## config.mk

```make
export PLATFORM = sky130hd
export DESIGN_NAME = intr_source_ctrl_flat
export DESIGN_NICKNAME = d
export VERILOG_FILES = /design/src/rtl/intr_source_if.sv /design/src/rtl/intr_source_ctrl.sv /design/src/flat_wrapper.sv
export SDC_FILE = /design/constraint.sdc
export NUM_CORES = 1
export LEC_CHECK = 0
export ABC_AREA = 1
export CELL_PAD_IN_SITES_DETAIL_PLACEMENT = 0
export CELL_PAD_IN_SITES_GLOBAL_PLACEMENT = 1
export CORE_ASPECT_RATIO = 0.5
export CORE_MARGIN = 3
export CORE_UTILIZATION = 43
export CTS_CLUSTER_DIAMETER = 30
export DETAILED_ROUTE_END_ITERATION = 16
export GPL_TIMING_DRIVEN = 1
export HOLD_SLACK_MARGIN = 0.02
export PLACE_DENSITY = 0.89
export SYNTH_ARGS = -nofsm -noshare
export SYNTH_HDL_FRONTEND = slang
export SYNTH_SLANG_ARGS = --single-unit
```

## constraint.sdc

```tcl
create_clock -name clk -period 5.3 [get_ports clk]
set_clock_uncertainty 0.05 [all_clocks]
set_input_delay 0.53 -clock clk [delete_from_list [all_inputs] [get_ports clk]]
set_output_delay 0.53 -clock clk [all_outputs]
set_load 0.01 [all_outputs]
```

## src/rtl/intr_source_if.sv

```systemverilog
// Register-access and interrupt signal bundle between the core's memory stage and
// the interrupt source block.
interface intr_source_if #(
    parameter int N_EXT = 4
);
    logic [2:0]       addr;
    logic             wr_en;
    logic [31:0]      wdata;
    logic [31:0]      rdata;
    logic [N_EXT-1:0] ext_src;
    logic [3:0]       interrupt;

    modport master (
        output addr,
        output wr_en,
        output wdata,
        output ext_src,
        input  rdata,
        input  interrupt
    );

    modport slave (
        input  addr,
        input  wr_en,
        input  wdata,
        input  ext_src,
        output rdata,
        output interrupt
    );
endinterface

```

## src/rtl/intr_source_ctrl.sv

```systemverilog
// Interrupt source block: prescaled machine timer with compare, edge-latched external
// lines with enable mask, and a software interrupt bit, presented as a 4-bit level vector.
module intr_source_ctrl #(
    parameter int PRESCALE = 1,
    parameter int N_EXT    = 4
) (
    input  logic        clk,
    input  logic        rst,
    intr_source_if.slave bus
);
    localparam int PS_W = (PRESCALE > 1) ? $clog2(PRESCALE) : 1;

    localparam logic [2:0] A_MTIME    = 3'd0;
    localparam logic [2:0] A_MTIMECMP = 3'd1;
    localparam logic [2:0] A_EXT_PEND = 3'd2;
    localparam logic [2:0] A_EXT_EN   = 3'd3;
    localparam logic [2:0] A_MSIP     = 3'd4;
    localparam logic [2:0] A_STATUS   = 3'd5;

    logic [31:0]      r_mtime;
    logic [31:0]      r_mtimecmp;
    logic [N_EXT-1:0] r_ext_pend;
    logic [N_EXT-1:0] r_ext_en;
    logic             r_msip;
    logic [PS_W-1:0]  r_ps_cnt;
    logic [N_EXT-1:0] r_sync1;
    logic [N_EXT-1:0] r_sync2;
    logic [N_EXT-1:0] r_prev;
    logic [3:0]       r_interrupt;

    logic             w_tick;
    logic [N_EXT-1:0] w_rise;
    logic [N_EXT-1:0] w_w1c;
    logic             w_wr_mtime;
    logic             w_wr_mtimecmp;
    logic             w_wr_pend;
    logic             w_wr_en;
    logic             w_wr_msip;

    assign w_tick        = (r_ps_cnt == PS_W'(PRESCALE - 1));
    assign w_rise        = r_sync2 & ~r_prev;
    assign w_wr_mtime    = bus.wr_en && (bus.addr == A_MTIME);
    assign w_wr_mtimecmp = bus.wr_en && (bus.addr == A_MTIMECMP);
    assign w_wr_pend     = bus.wr_en && (bus.addr == A_EXT_PEND);
    assign w_wr_en       = bus.wr_en && (bus.addr == A_EXT_EN);
    assign w_wr_msip     = bus.wr_en && (bus.addr == A_MSIP);
    assign w_w1c         = w_wr_pend ? bus.wdata[N_EXT-1:0] : '0;

    // Timer: a software load of MTIME restarts the prescale period and beats a tick.
    always_ff @(posedge clk or posedge rst) begin
        if (rst) begin
            r_mtime    <= '0;
            r_mtimecmp <= 32'hFFFF_FFFF;
            r_ps_cnt   <= '0;
        end else begin
            if (w_wr_mtime) begin
                r_mtime  <= bus.wdata;
                r_ps_cnt <= '0;
            end else begin
                if (w_tick) begin
                    r_mtime <= r_mtime + 32'd1;
                end
                r_ps_cnt <= w_tick ? '0 : r_ps_cnt + PS_W'(1);
            end
            if (w_wr_mtimecmp) begin
                r_mtimecmp <= bus.wdata;
            end
        end
    end

    // External lines: a fresh rise overrides a same-cycle write-1-to-clear.
    always_ff @(posedge clk or posedge rst) begin
        if (rst) begin
            r_sync1    <= '0;
            r_sync2    <= '0;
            r_prev     <= '0;
            r_ext_pend <= '0;
            r_ext_en   <= '0;
            r_msip     <= 1'b0;
        end else begin
            r_sync1    <= bus.ext_src;
            r_sync2    <= r_sync1;
            r_prev     <= r_sync2;
            r_ext_pend <= (r_ext_pend & ~w_w1c) | w_rise;
            if (w_wr_en) begin
                r_ext_en <= bus.wdata[N_EXT-1:0];
            end
            if (w_wr_msip) begin
                r_msip <= bus.wdata[0];
            end
        end
    end

    always_ff @(posedge clk or posedge rst) begin
        if (rst) begin
            r_interrupt <= 4'b0000;
        end else begin
            r_interrupt[0] <= (r_mtime >= r_mtimecmp);
            r_interrupt[1] <= |(r_ext_pend & r_ext_en);
            r_interrupt[2] <= r_msip;
            r_interrupt[3] <= 1'b0;
        end
    end

    always_comb begin
        bus.rdata = 32'd0;
        case (bus.addr)
            A_MTIME:    bus.rdata = r_mtime;
            A_MTIMECMP: bus.rdata = r_mtimecmp;
            A_EXT_PEND: bus.rdata = {{(32 - N_EXT){1'b0}}, r_ext_pend};
            A_EXT_EN:   bus.rdata = {{(32 - N_EXT){1'b0}}, r_ext_en};
            A_MSIP:     bus.rdata = {31'd0, r_msip};
            A_STATUS:   bus.rdata = {28'd0, r_interrupt};
            default:    bus.rdata = 32'd0;
        endcase
    end

    assign bus.interrupt = r_interrupt;
endmodule

```

## src/flat_wrapper.sv

```systemverilog
// flat-port wrapper written by rule: the top's interface ports become plain ports
module intr_source_ctrl_flat 
#(
    parameter int PRESCALE = 1,
    parameter int N_EXT    = 4
)
  (clk, rst, bus_addr, bus_wr_en, bus_wdata, bus_ext_src, bus_rdata, bus_interrupt);
  intr_source_if #(.N_EXT(N_EXT)) bus_i ();
  input  logic clk;
  input  logic rst;
  input wire logic [$bits(bus_i.addr)-1:0] bus_addr;
  input wire logic [$bits(bus_i.wr_en)-1:0] bus_wr_en;
  input wire logic [$bits(bus_i.wdata)-1:0] bus_wdata;
  input wire logic [$bits(bus_i.ext_src)-1:0] bus_ext_src;
  output wire logic [$bits(bus_i.rdata)-1:0] bus_rdata;
  output wire logic [$bits(bus_i.interrupt)-1:0] bus_interrupt;
  assign bus_i.addr = bus_addr;
  assign bus_i.wr_en = bus_wr_en;
  assign bus_i.wdata = bus_wdata;
  assign bus_i.ext_src = bus_ext_src;
  assign bus_rdata = bus_i.rdata;
  assign bus_interrupt = bus_i.interrupt;
  intr_source_ctrl #(.PRESCALE(PRESCALE), .N_EXT(N_EXT)) u_core (.clk(clk), .rst(rst), .bus(bus_i));
endmodule
```

After elaboration in Yosys (flattened, before gate mapping) --
Cells that the tools add are included.
Operators by class: $add $sub $neg 2, $lt $le $gt $ge 1, equal/unequal tests 6, muxes and demuxes 6, bitwise gates (word level) 6, reduce and logical (&&, ||, !) cells 7
Operators by type and width (count):
- case mux 32 bit (6 select lines) | 1
- 2-to-1 mux 32 bit | 2
- adder 32 x 1 -> 32 bit, second input constant | 1
- greater-or-equal comparator 32 bit | 1
- bitwise AND 4 bit | 3
- inverter 4 bit | 2
- equality test 3 x 2 -> 1 bit, second input constant | 2
- equality test 3 bit, second input constant | 2
- logical AND 1 bit | 5
- 2-to-1 mux 4 bit | 1
- OR 4 bit | 1
- OR reduction 4 bit | 1
- equality test 3 x 1 -> 1 bit, second input constant | 1
- logical NOT 3 bit | 1
- 2-to-1 mux 1 bit | 2
- != test 2 bit, second input constant | 1
- adder 1 bit, second input constant | 1
Storage, ports and cells: flip-flop bits (word level) 89, input bits 42, output and inout bits 36, word-level logic and storage cells 38

Depth between registers and ports, before layout --
depth in word-level cells 6, depth in mapped cells 13, mapped depth without buffers 13

Worst setup path after synthesis --
OpenSTA, ideal clock, no wires.
path type input -> output, start input bus_addr[0], end output bus_rdata[8], arrival time 1.300 ns, data required time 4.720 ns, setup slack 3.420 ns, stages on the path 5, cell sequence inv_2 nor2_2 nand2_1 clkbuf_1 o21ai_0
On the way: cells in the longest elaborated chain, start to end 2, elaborated cells between the ends (all ways) 7, those cells by class eq/ne (5); mux (1); reduce/logical (1)
Ends and longest elaborated chain:
- from (decl) | line flat_wrapper.sv:11 | input wire logic [$bits(bus_i.addr)-1:0] bus_addr;
- equality test 3 bit, or another cell as far along | line intr_source_ctrl.sv:107 | case (bus.addr)
- case mux 32 bit (6 select lines) * | line intr_source_ctrl.sv:107
- to (decl) | line flat_wrapper.sv:15 | output wire logic [$bits(bus_i.rdata)-1:0] bus_rdata;
Mark *: on every way between the ends. The rest lies on a longest branch, timed or not.

Worst setup path after layout --
start input bus_addr[1], end output bus_rdata[1]
Same word-level chain as after synthesis.

==> summary.md <==
| Metric | Value |
|---|---|
| Status | completed |
| Initial antenna violation count | 0 |
| Main synth FF type | dfrtp_1 |
| Path depth of the worst reg2reg path | 8 |
| Crit path capture type | primary output |
| Die area | 13500 um2 |
| Fin Hold WS | 0.302 ns |
| # rows | 27 |
| Final-report hold violation count | 0 |
| Mapped Cells | between 600 and 700 |
| Hold Path Depth | 0 |
| Max Cap Violations | 0 |
| Post-Synthesis Cell Area | 5200 um2 |
| GPL Wtd Cong | 0.924 |
| Pre-antenna DRT Iters | 4 |
| Final period util | 0.596 |
| Diode count | 0 |
| Residual DRC | 0 |
| Type of the most critical hold path | reg -> reg |
| Worst EP required | roughly 4.7 ns |
| VDD IR max | between 0.1 and 0.15 mV |
| Final setup fails | 0 |
| CTS root buffer | clkbuf_16 |
| Clock Power Share | 0.289 |
| Pin count of the biggest net entering global routing | 60 |
| Fmax | roughly 320 MHz |
| Fin nets | a little over 800 |
| Syn Nets | ~750 |
| Register area share after synthesis | 0.431 |
| Placed cell count | between 800 and 900 |
| GR Util All Layers | 0.224 |
| CTS tree | built |
| Clk_lat worst skew | between 0.3 and 0.4 ns |
| Die height | 83.8 um |
| Wirelength per Cell | between 15 and 20 um |
| Post-CTS Repair Setup Buffers | 0 |
| Critical path cell sequence | clkdlybuf4s50_1 > nor2_1 > nand2_1 > buf_4 > inv_2 > nand2_1 > o2111ai_1 > clkdlybuf4s50_1 |
| Tightest Pin Transition | 1.05 ns |
| Average instance area after synthesis | 7.68 um2 |
| Logic pwr share | 0.291 |
| Total clock sinks | just under 90 |
| Clock slew at reported path FFs | about 0.070 ns |
| Seq cells post-synth | 88 |
| Post-cts sizing count | 0 |
| Switching power | roughly 820 uW |
| Grt ovf | 0 |
| Unrepaired setup endpoints after global routing | false |
| Via count | 4697 |
| Die X | 162 um |
| I/O Pins | between 70 and 80 |
| Yosys warnings | 0 |
| Startpoint types | primary input |
| Commonest non-fill, non-tap cell in the layout | nand2_1 |
| Number of vias per cell | between 5 and 6 |
| Core Area | ~11000 um2 |
| Crit Path Class | in -> out |
| PwrDens | roughly 360 nW/um2 |
| CP max stage delay | between 0.5 and 0.6 ns |
| Fin crit period | approximately 3.2 ns |
| Vias in the first global route | 4698 |
| Setup TNS Final | 0 ns |
| Flop pwr share | 0.421 |
| CP Max Fanout | 22 |
| Starting Density | 0.457 |
| Worst-case clock buffer depth | 2 |
| Overall power | around 2.3 mW |
| P_int | 1.51 mW |
| Switching Share | 0.352 |
| Share of post-route cells with drive strength above 1 | 0.111 |
| Worst EP arrival | 2.58 ns |
| Hold buffer count at cts | 0 |
| Asr flop ratio synth | 1.00 |
| Slew Limit Fails | 0 |
| Detailed Route Iter0 Violations | 352 |
| Finished Layout Cells | 914 |
| Fin util | 0.564 |
| First-pass GRT wire length | ~24000 um |
| Number of H-tree levels | 3 |
| Fillers | about 1100 |
| Total Routed Length | 14400 um |
| EDFF count, synth | 0 |
| Number of library cell types mapped by synthesis | 36 |
| Crit-path slowest cell | clkdlybuf4s50_1 |
| Synthesis-to-finish area growth | 23.4% |
| PortBufs | 76 |
| Num CTS Buffers | 9 |
| DRT antenna net count | 0 |
| Leakage power | just under 3 nW |
| Slew margin rel. | 0.301 |
| Leading cell types in the layout, fill and taps excluded | nand2_1, inv_1, clkdlybuf4s50_1 |
| Dpl hpwl | 10600 um |
flip-flops by register name, indices dropped and copies added (netlist names):
| signal | count |
|---|---|
| u_core.r_prev | 4 |
| u_core.r_sync1 | 4 |
| u_core.bus.interrupt | 3 |
| u_core.r_mtime | 32 |
| u_core.r_sync2 | 4 |
| u_core.r_ext_en | 4 |
| u_core.r_ext_pend | 4 |
| u_core.r_mtimecmp | 32 |
| u_core.r_msip | 1 |
worst max-delay path: cells and delay by family:
family | cells | cell delay, ns
AND/OR/NAND/NOR | 3 | 0.37
AO/OA/AOI/OAI | 1 | 0.13
buffers and inverters | 4 | 1.54
path summary, 6_finish.rpt:
check                      slack (ns)                               from                                 to
max                              2.14                        bus_addr[1]                       bus_rdata[1]
min                              0.30        u_core.r_sync1[3]$_DFF_PP0_        u_core.r_sync2[3]$_DFF_PP0_
max reg2reg                      3.42  u_core.r_mtimecmp[31]$_DFFE_PP1P_  u_core.bus.interrupt[0]$_DFF_PP0_
min reg2reg                      0.30        u_core.r_sync1[3]$_DFF_PP0_        u_core.r_sync2[3]$_DFF_PP0_
max in group asynchronous        3.52                                rst   u_core.r_mtimecmp[0]$_DFFE_PP1P_
min in group asynchronous        0.68                                rst        u_core.r_sync1[1]$_DFF_PP0_
per-stage QoR:
stage               instance area [um2]  worst slack, ns
global placement                   6100             2.20
finish                             6420             2.14
global route                       6420             1.99
detailed placement                 6100             2.16
floorplan                          5200             2.49
CTS                                6420             2.15
cell families after synthesis:
group           after synthesis  share of synthesized area
compound gates              135                      0.142
fa+ha+maj                    33                     0.0794
flops                        88                      0.431
buf+inv                     106                     0.0813
other cells                   1                   0.000721
xor+xnor                     14                     0.0236
simple gates                300                      0.242
area by class of cell:
| class | instances | area (um2) | share of cell area |
|---|---|---|---|
| flip-flops and latches | 88 | 2240 | 0.349 |
| clock buffers | 10 | 239 | 0.0372 |
| multi-input cells | 483 | 2530 | 0.395 |
| repair buffers | 81 | 798 | 0.124 |
| clock inverters | 6 | 76.3 | 0.0119 |
| inverters | 87 | 328 | 0.0511 |
| well taps | 159 | 199 | 0.0310 |
routing by layer:
layer  vias to the layer above  track usage  wire length (um)
met2                       120        0.341              6260
li1                       2351            -                 -
met4                         0       0.0531               176
met1                      2210        0.330              7170
met3                        16       0.0396               750
met5                         -            0                 0
power groups by stage:
stage	Clock, mW	Combinational [mW]	Sequential, mW
final	0.673	0.679	0.982
after global routing	0.716	0.792	1.00
after CTS	0.685	0.683	0.979
after detailed placement	0	0.675	0.990
after global placement	0	0.663	0.989
after floorplan	0	0.465	0.947
synth_stat cells, drive strengths merged (6+ instances only):
cell type / n / area [um2]
buf: 15 / 81.3
inv: 87 / 327
nand3: 27 / 145
dfrtp: 56 / 1400
a21oi: 39 / 195
o22ai: 19 / 119
dfstp: 32 / 841
ha: 33 / 413
xor2: 11 / 96.3
nand2: 178 / 691
o21ai: 59 / 295
nor2: 83 / 344
a31oi: 7 / 43.8
nand4: 6 / 37.5
Note: power is estimated with default switching activity, not from simulation.
